## config.mk

```make
export PLATFORM = sky130hd
export DESIGN_NAME = present_cipher_core_flat
export DESIGN_NICKNAME = d
export VERILOG_FILES = /design/src/rtl/present_cipher_core_pkg.sv /design/src/rtl/present_cipher_core_if.sv /design/src/rtl/present_cipher_core_key_sched.sv /design/src/rtl/present_cipher_core.sv /design/src/flat_wrapper.sv
export SDC_FILE = /design/constraint.sdc
export NUM_CORES = 1
export LEC_CHECK = 0
export CELL_PAD_IN_SITES_DETAIL_PLACEMENT = 0
export CELL_PAD_IN_SITES_GLOBAL_PLACEMENT = 2
export CORE_MARGIN = 2
export CORE_UTILIZATION = 36
export DETAILED_ROUTE_END_ITERATION = 12
export PLACE_DENSITY_LB_ADDON = 0.25
export SLEW_MARGIN = 40
export SYNTH_ARGS = -nofsm -noshare
export SYNTH_HDL_FRONTEND = slang
export SYNTH_SLANG_ARGS = --single-unit
```

## constraint.sdc

```tcl
create_clock -name clk -period 10.7 [get_ports clk]
set_input_delay 2.14 -clock clk [delete_from_list [all_inputs] [get_ports clk]]
set_output_delay 2.14 -clock clk [all_outputs]
set_load 0.05 [all_outputs]
```

## src/rtl/present_cipher_core_pkg.sv

```systemverilog
// PRESENT cipher shared definitions: S-boxes, bit permutation, FSM encoding.
// Latency: n/a (constants and combinational helper functions only).
// Backpressure: n/a.
package present_pkg;

   typedef enum logic [2:0] {
      ST_IDLE,
      ST_KEYEXP,
      ST_ENC,
      ST_DEC,
      ST_DONE
   } fsm_t;

   // Nibble n of each constant is the S-box output for input n.
   localparam logic [63:0] SBOX     = 64'h2174_8FE3_DA09_B65C;
   localparam logic [63:0] INV_SBOX = 64'hA970_364B_D21C_8FE5;

   // Low bit of the 5-bit window that absorbs the round counter.
   localparam int KEY_XOR_LSB_80  = 15;
   localparam int KEY_XOR_LSB_128 = 62;

   function automatic int key_xor_lsb(input int key_w);
      return (key_w == 128) ? KEY_XOR_LSB_128 : KEY_XOR_LSB_80;
   endfunction

   function automatic logic [3:0] sbox(input logic [3:0] x);
      return SBOX[{x, 2'b00} +: 4];
   endfunction

   function automatic logic [3:0] inv_sbox(input logic [3:0] x);
      return INV_SBOX[{x, 2'b00} +: 4];
   endfunction

   function automatic logic [63:0] s_layer(input logic [63:0] x);
      logic [63:0] y;
      y = '0;
      for (int n = 0; n < 16; n++) begin
         y[4*n +: 4] = sbox(x[4*n +: 4]);
      end
      return y;
   endfunction

   function automatic logic [63:0] inv_s_layer(input logic [63:0] x);
      logic [63:0] y;
      y = '0;
      for (int n = 0; n < 16; n++) begin
         y[4*n +: 4] = inv_sbox(x[4*n +: 4]);
      end
      return y;
   endfunction

   // Bit j lands on (16*j) mod 63; bit 63 is a fixed point.
   function automatic logic [63:0] p_layer(input logic [63:0] x);
      logic [63:0] y;
      y = '0;
      for (int j = 0; j < 63; j++) begin
         y[(16*j) % 63] = x[j];
      end
      y[63] = x[63];
      return y;
   endfunction

   function automatic logic [63:0] inv_p_layer(input logic [63:0] x);
      logic [63:0] y;
      y = '0;
      for (int j = 0; j < 63; j++) begin
         y[j] = x[(16*j) % 63];
      end
      y[63] = x[63];
      return y;
   endfunction

endpackage

```

## src/rtl/present_cipher_core_if.sv

```systemverilog
// Request/result handshake bundle for the PRESENT core (ready/valid both sides).
// Latency: n/a (wires only).
// Backpressure: in_ready gates requests, out_ready holds the result in place.
interface present_cipher_core_if #(
   parameter int KEY_W = 80
);
   logic             in_valid;
   logic             in_ready;
   logic             in_decrypt;
   logic [63:0]      in_data;
   logic [KEY_W-1:0] key;
   logic             out_valid;
   logic             out_ready;
   logic [63:0]      out_data;
   logic             busy;

   // Requester / result consumer side.
   modport master (
      output in_valid, in_decrypt, in_data, key, out_ready,
      input  in_ready, out_valid, out_data, busy
   );

   // Cipher core side.
   modport slave (
      input  in_valid, in_decrypt, in_data, key, out_ready,
      output in_ready, out_valid, out_data, busy
   );
endinterface

```

## src/rtl/present_cipher_core_key_sched.sv

```systemverilog
// PRESENT key schedule step, forward or inverse, for 80- or 128-bit keys.
// Latency: combinational. Ports: key in, round counter in, inverse select, next_key out.
// Backpressure: n/a.
module present_key_sched
   import present_pkg::*;
#(
   parameter int KEY_W = 80
) (
   input  logic [KEY_W-1:0] key,
   input  logic [4:0]       round,
   input  logic             inverse,
   output logic [KEY_W-1:0] next_key
);

   localparam int XLSB = key_xor_lsb(KEY_W);

   logic [KEY_W-1:0] fwd;
   logic [KEY_W-1:0] bx;
   logic [KEY_W-1:0] bwd;

   always_comb begin
      // Forward: rotate left 61, substitute top nibble(s), fold in counter.
      fwd = {key[KEY_W-62:0], key[KEY_W-1:KEY_W-61]};
      fwd[KEY_W-1 -: 4] = sbox(fwd[KEY_W-1 -: 4]);
      if (KEY_W == 128) begin
         fwd[KEY_W-5 -: 4] = sbox(fwd[KEY_W-5 -: 4]);
      end
      fwd[XLSB +: 5] = fwd[XLSB +: 5] ^ round;

      // Inverse: same steps undone in reverse order, ending in rotate right 61.
      bx = key;
      bx[XLSB +: 5] = bx[XLSB +: 5] ^ round;
      bx[KEY_W-1 -: 4] = inv_sbox(bx[KEY_W-1 -: 4]);
      if (KEY_W == 128) begin
         bx[KEY_W-5 -: 4] = inv_sbox(bx[KEY_W-5 -: 4]);
      end
      bwd = {bx[60:0], bx[KEY_W-1:61]};

      next_key = inverse ? bwd : fwd;
   end

endmodule

```

## src/rtl/present_cipher_core.sv

```systemverilog
// Iterative PRESENT engine, 64-bit block, 80/128-bit key, encrypt or decrypt per block.
// Latency: result valid 31 edges (encrypt) or 62 edges (decrypt) after the accept edge.
// Backpressure: one block in flight; in_ready only in IDLE, result held until out_ready.
// Ports: clk, rst (async, active high), bus (slave modport of present_cipher_core_if).
module present_cipher_core
   import present_pkg::*;
#(
   parameter int KEY_W  = 80,
   parameter int ROUNDS = 31
) (
   input  logic                  clk,
   input  logic                  rst,
   present_cipher_core_if.slave  bus
);

   if (!(KEY_W == 80 || KEY_W == 128)) begin : g_bad_key_w
      $error("present_cipher_core: KEY_W must be 80 or 128");
   end
   if (ROUNDS < 1 || ROUNDS > 31) begin : g_bad_rounds
      $error("present_cipher_core: ROUNDS must be within 1..31");
   end

   localparam logic [4:0] LAST_ROUND = 5'(ROUNDS);

   fsm_t             fsm;
   logic [63:0]      state_q;
   logic [KEY_W-1:0] key_q;
   logic [4:0]       cnt_q;
   logic [63:0]      out_data_q;
   logic             out_valid_q;
   logic             busy_q;

   logic [KEY_W-1:0] ks_next;
   logic             ks_inverse;
   logic [63:0]      round_key;
   logic [63:0]      ks_next_top;
   logic [63:0]      enc_next;
   logic [63:0]      dec_next;
   logic             last_round;

   // Only the DEC walk runs the schedule backwards; KEYEXP and ENC go forward.
   assign ks_inverse = (fsm == ST_DEC);

   present_key_sched #(
      .KEY_W (KEY_W)
   ) u_key_sched (
      .key      (key_q),
      .round    (cnt_q),
      .inverse  (ks_inverse),
      .next_key (ks_next)
   );

   assign round_key   = key_q[KEY_W-1 -: 64];
   assign ks_next_top = ks_next[KEY_W-1 -: 64];
   assign enc_next    = p_layer(s_layer(state_q ^ round_key));
   // In DEC, ks_next is K(r) recovered from K(r+1) held in key_q.
   assign dec_next    = inv_s_layer(inv_p_layer(state_q)) ^ ks_next_top;
   assign last_round  = (cnt_q == LAST_ROUND);

   assign bus.in_ready  = (fsm == ST_IDLE);
   assign bus.out_valid = out_valid_q;
   assign bus.out_data  = out_data_q;
   assign bus.busy      = busy_q;

   always_ff @(posedge clk or posedge rst) begin
      if (rst) begin
         fsm         <= ST_IDLE;
         state_q     <= '0;
         key_q       <= '0;
         cnt_q       <= '0;
         out_data_q  <= '0;
         out_valid_q <= 1'b0;
         busy_q      <= 1'b0;
      end else begin
         case (fsm)
            ST_IDLE: begin
               if (bus.in_valid) begin
                  key_q   <= bus.key;
                  cnt_q   <= 5'd1;
                  state_q <= bus.in_data;
                  busy_q  <= 1'b1;
                  fsm     <= bus.in_decrypt ? ST_KEYEXP : ST_ENC;
               end
            end

            ST_ENC: begin
               state_q <= enc_next;
               key_q   <= ks_next;
               cnt_q   <= cnt_q + 5'd1;
               if (last_round) begin
                  // Final whitening with K(ROUNDS+1), which is ks_next here.
                  out_data_q  <= enc_next ^ ks_next_top;
                  out_valid_q <= 1'b1;
                  fsm         <= ST_DONE;
               end
            end

            ST_KEYEXP: begin
               // Run the schedule forward to K(ROUNDS+1) before decrypting.
               key_q <= ks_next;
               if (last_round) begin
                  state_q <= state_q ^ ks_next_top;
                  cnt_q   <= LAST_ROUND;
                  fsm     <= ST_DEC;
               end else begin
                  cnt_q <= cnt_q + 5'd1;
               end
            end

            ST_DEC: begin
               state_q <= dec_next;
               key_q   <= ks_next;
               cnt_q   <= cnt_q - 5'd1;
               if (cnt_q == 5'd1) begin
                  out_data_q  <= dec_next;
                  out_valid_q <= 1'b1;
                  fsm         <= ST_DONE;
               end
            end

            ST_DONE: begin
               if (bus.out_ready) begin
                  out_valid_q <= 1'b0;
                  busy_q      <= 1'b0;
                  fsm         <= ST_IDLE;
               end
            end

            default: begin
               fsm <= ST_IDLE;
            end
         endcase
      end
   end

endmodule

```

## src/flat_wrapper.sv

```systemverilog
// flat-port wrapper written by rule: the top's interface ports become plain ports
module present_cipher_core_flat import present_pkg::*;
#(
   parameter int KEY_W  = 80,
   parameter int ROUNDS = 31
)
  (clk, rst, bus_in_valid, bus_in_decrypt, bus_in_data, bus_key, bus_out_ready, bus_in_ready, bus_out_valid, bus_out_data, bus_busy);
  present_cipher_core_if #(.KEY_W(KEY_W)) bus_i ();
  input  logic clk;
  input  logic rst;
  input wire logic [$bits(bus_i.in_valid)-1:0] bus_in_valid;
  input wire logic [$bits(bus_i.in_decrypt)-1:0] bus_in_decrypt;
  input wire logic [$bits(bus_i.in_data)-1:0] bus_in_data;
  input wire logic [$bits(bus_i.key)-1:0] bus_key;
  input wire logic [$bits(bus_i.out_ready)-1:0] bus_out_ready;
  output wire logic [$bits(bus_i.in_ready)-1:0] bus_in_ready;
  output wire logic [$bits(bus_i.out_valid)-1:0] bus_out_valid;
  output wire logic [$bits(bus_i.out_data)-1:0] bus_out_data;
  output wire logic [$bits(bus_i.busy)-1:0] bus_busy;
  assign bus_i.in_valid = bus_in_valid;
  assign bus_i.in_decrypt = bus_in_decrypt;
  assign bus_i.in_data = bus_in_data;
  assign bus_i.key = bus_key;
  assign bus_i.out_ready = bus_out_ready;
  assign bus_in_ready = bus_i.in_ready;
  assign bus_out_valid = bus_i.out_valid;
  assign bus_out_data = bus_i.out_data;
  assign bus_busy = bus_i.busy;
  present_cipher_core #(.KEY_W(KEY_W), .ROUNDS(ROUNDS)) u_core (.clk(clk), .rst(rst), .bus(bus_i));
endmodule
```

## Word-level counts from Yosys, hierarchy flattened

Index checks and enable logic that the tools add are counted.

| operators by class | value |
|---|---|
| $add $sub $neg | 2 |
| $mul | 0 |
| div/mod/pow operators | 0 |
| order comparisons | 0 |
| eq/ne operators | 11 |
| shifts and indexed selects | 34 |
| mux-type cells | 25 |
| bitwise logic cells | 6 |
| reductions and logical operators | 14 |

Operator list:

| operator | count |
|---|---|
| $shiftx 64x7->4 const A | 34 |
| $mux 64 | 4 |
| $pmux 64 s4 | 1 |
| $xor 64x64->64 | 4 |
| $mux 80 | 2 |
| $pmux 80 s2 | 1 |
| $pmux 64 s2 | 1 |
| $pmux 5 s4 | 1 |
| $mux 3 | 5 |
| $pmux 3 s5 | 1 |
| $mux 5 | 2 |
| $xor 5x5->5 | 2 |
| $reduce_and 3->1 | 3 |
| $eq 3x2->1 const B | 2 |
| $ne 2x1->1 const B | 3 |
| $reduce_bool 2->1 | 3 |
| $add 5x1->5 const B | 1 |
| $eq 5x1->1 const B | 1 |
| $eq 5x5->1 const B | 1 |
| $reduce_and 5->1 | 1 |
| $sub 5x1->5 const B | 1 |
| $mux 1 | 4 |
| $ne 2x2->1 const B | 2 |
| $reduce_and 2->1 | 2 |
| other kinds (10) | 10 |

| storage, ports and cells | value |
|---|---|
| bits in registers | 218 |
| bits in latches | 0 |
| RAM bits | 0 |
| bits in read-only memories | 0 |
| output and inout port bits | 67 |
| logic and storage cells | 99 |
| memories kept | 0 |

## Logic depth before layout (Yosys ltp)

| depth | value |
|---|---|
| depth after elaboration | 5 |
| mapped depth | 12 |

## By module

Synthesis repeated with hierarchy kept, for this count alone.

| second synthesis, totals | value |
|---|---|
| cell total of the unflattened synthesis | 2407 |
| area, all modules | 20878.8 sq um |

By module, submodules not included:

| module | instances | cells an instance | area each (sq um) |
|---|---|---|---|
| present_cipher_core | 1 | 2248 | 19453.7 |
| present_key_sched | 1 | 159 | 1425.1 |

## Worst setup path after synthesis

Ideal clock, no wire load.

| timing path | value |
|---|---|
| kind | register to output |
| from | reg u_core.fsm[0] |
| to | out bus_in_ready |
| arrival | 1.229 ns |
| setup slack | 7.331 ns |
| cell stages (with the launch flop) | 3 |
| buffers on the path | 1 |
| cells stage by stage | dfrtp_1 > buf_2 > nor3_2 |

| between the ends | value |
|---|---|
| longest elaborated chain between the ends | 1 |

RTL lines:

| item | RTL line | source |
|---|---|---|
| start: declaration | present_cipher_core.sv:25 | `fsm_t fsm;` |
| start signal: assignment | present_cipher_core.sv:82 | `fsm <= bus.in_decrypt ? ST_KEYEXP : ST_ENC;` |
| $logic_not 3->1 | present_cipher_core.sv:60 | `assign bus.in_ready = (fsm == ST_IDLE);` |
| end: declaration | flat_wrapper.sv:16 | `output wire logic [$bits(bus_i.in_ready)-1:0] bus_in_ready;` |

No other way between the ends.

## Final worst setup path

| timing path | value |
|---|---|
| from | reg u_core.fsm[2] |
| to | out bus_in_ready |

The elaborated chain is that of the path after synthesis.

==> out/metrics.cfg <==
[clocking]
ctsHoldBuffers = 0
cts.clk_slew.worst_paths_ns = 0.07
clockRootBuffer = clkbuf_16
clkSinkCount = 218
ctsHtreeMaxLevel = 1
insertion_delay_ns = 0.60
cts_resized = 0
cts_tree = built
cts-buffers-inserted = 29
clock_path_buffers = 3
postCtsSetupBuffers = 0

[grt]
first_global_vias = 17643
grt_pass1_wl_mm = 127
grt_max_degree = 135
antenna_found_initial = 2
grt.overflow.total = 0
grt_usage_pct = 30.4

[yosys]
yosysSeqAreaShare_pct = 27.0
syn-num-nets = 2674
synth_cells = 2337
synth_common_cells = 327 x nand2_1, 218 x dfrtp_1, 188 x ha_1
yosysMostFrequentCell = nand2_1
ys.warnings.count = 0
yosysTopAreaCell = dfrtp_1
synth_top_cell_area_share_pct = 27.0
synth_edf_count = 0
syn_area_um2 = 20200
synthFlopType = dfrtp_1
syn_avg_cell_area_um2 = 8.66
synth-seq-cells = 218
synth_cell_types = 62
async_reset_ff_share_pct = 100
synth.area.top_cells = dfrtp_1 27%, ha_1 12%, xnor2_1 6.9%

[routing]
ant_nets = 0
vias_per_cell = 5.89
drt-total-wl_mm = 89.3
wl_per_cell_um = 28.1
dr.pass1.iters = 5
drc = 0
via_count = 18669
drt_iter0_drc = 1924

[worst_hold_path]
hold_class = reg2reg
worstHoldPathCells = 2
hp-start = u_core.bus.out_valid
holdPathEnd = u_core.bus.out_valid

[finish]
antennaDiodeCount = 0
drive_above_1_share_pct = 8.79
nets = 2740
fillers = 5537
syn_to_final_growth_pct = 17.1

[status]
status = completed

[critical_path]
crit_arrival_ns = 2.72
crit_buf_inv = 2
end_kind = primary output
reg2reg_to = u_core.state_q[0]
slowest_delay_ns = 0.88
rr_worst_depth = 9
cp.required_ns = 8.56
cp_cell_sequence = buf_6, nor3_2, clkdlybuf4s50_1
critPathLaunchType = flip-flop
worstPathMaxFanout = 57
critPathKind = reg2out
cp_slowest_cell = clkdlybuf4s50_1
rrSetupSlack_ns = 6.91
critical_path.top_delay_family = buffers and inverters
rr_startpoint = u_core.fsm[1]

[floorplan]
initial_utilization_pct = 36.6
core-area_um2 = 55300
die_w_um = 241
fp.dieH_um = 241
die_area_um2 = 58100
num_rows = 86
design.portCount = 216

[timing]
fin_crit_ns = 4.86
min_period_over_period_pct = 45.4
setup_violations = 0
finalWorstSetupSlack_ns = 5.84
fin_tns_setup_ns = 0
fmax_ghz = 0.206
relSlewSlack_pct = 41.3
hold_viol_final = 0
timing.final.max_slew_violations = 0
rsz0062_at_grt = false
skew_ns = 0.0251
worst_pin_slew_ns = 0.881

[placed_design]
gp_congestion = 0.961
hpwlAfterDp_mm = 65.2
io_buffers = 215
place_worst_setup_slack_ns = 5.98

[job]
maxCapViolCount = 0

-- metrics by stage --
step	instances	hold slack [ns]	area, um2	utilization, %
floorplan	2337	0.578	20200	-
global route	3172	0.511	23700	42.9
detailed placement	3119	0.468	22700	41.1
CTS	3171	0.485	23700	42.8
global placement	3118	0.463	22700	41.0
finish	3172	0.484	23700	42.9
-- metal layers --
| metal | GRT usage [%] | vias up | wire, um | part of all wire [%] |
|---|---|---|---|---|
| met2 | 46.8 | 792 | 39500 | 44 |
| met1 | 43.0 | 9442 | 39500 | 44 |
| li1 | - | 8297 | - | - |
| met3 | 4.56 | 138 | 6670 | 7.5 |
| met5 | 0 | - | 0 | 0 |
| met4 | 11.3 | 0 | 3630 | 4.1 |
-- cells in the final DEF (no fill, tap or decap), types with 5 or more instances in the layout --
cell             synthesis  routed
nand2_1                327     325
dfrtp_1                218     216
clkdlybuf4s50_1          0     215
ha_1                   188     188
a21oi_1                183     182
xnor2_1                160     160
inv_1                  109     108
nor2_1                 107     106
xor2_1                  97      97
nor3_1                  84      83
o21ai_0                 64      63
a211oi_1                60      60
mux4_2                  53      53
a31oi_1                 45      45
o21ai_1                 40      41
buf_4                   12      38
o221ai_1                37      37
a221oi_1                37      37
a221o_1                 37      37
mux2i_1                 36      36
clkbuf_16                0      29
o22a_1                  27      27
or3_1                   21      21
xor2_2                  18      18
o211ai_1                17      17
a22oi_1                 17      17
and3_1                  17      17
inv_2                   13      13
xnor2_2                 12      12
clkbuf_1                91      11
nand3_1                 11      10
mux2_2                   9       9
mux2_1                   7       7
clkbuf_8                 0       7
and2_1                   7       6
o22ai_1                  5       5
-- worst max-delay path by stage --
stage,start,endpoint,cells past startpoint
floorplan,rst,u_core.bus.busy,1
global placement,bus_in_valid,u_core.state_q[54],7
detailed placement,bus_in_valid,u_core.state_q[20],7
CTS,u_core.fsm[2],bus_in_ready,3
global route,u_core.fsm[2],bus_in_ready,3
finish,u_core.fsm[2],bus_in_ready,3
-- logic make-up (layout without fill, tap and decap cells) --
group,Yosys count,after routing,synth area share (%)
compound gates,594,594,19.4
buf+inv,346,433,7.30
flops,218,218,27.0
xor+xnor,287,287,13.5
mux,105,105,8.57
simple gates,599,599,12.6
fa+ha+maj,188,188,11.6
-- registers in the layout, summed over array words and instances, names as in the netlist --
name                  count
u_core.cnt_q              5
u_core.fsm                3
u_core.bus.busy           1
u_core.key_q             80
u_core.bus.out_data      64
u_core.state_q           64
u_core.bus.out_valid      1
-- final cells by class --
class / instances / area, um2 / area share (%)
Clock buffer: 47 / 863 / 3.64
Clock inverter: 5 / 100 / 0.422
Inverter: 122 / 465 / 1.96
Multi-Input combinational cell: 1773 / 13400 / 56.4
Sequential cell: 218 / 5460 / 23.0
Tap cell: 748 / 936 / 3.95
Timing Repair Buffer: 259 / 2520 / 10.6
-- tightest hold or removal path, delay by kind of cell (launching register included) --
kind | cells | cell delay, ns
flip-flops | 1 | 0.35
AND/OR/NAND/NOR | 2 | 0.10
Power is left out: the tool's default activity adds up to more than one toggle a clock period on the data nets, which glitch-free logic cannot reach.
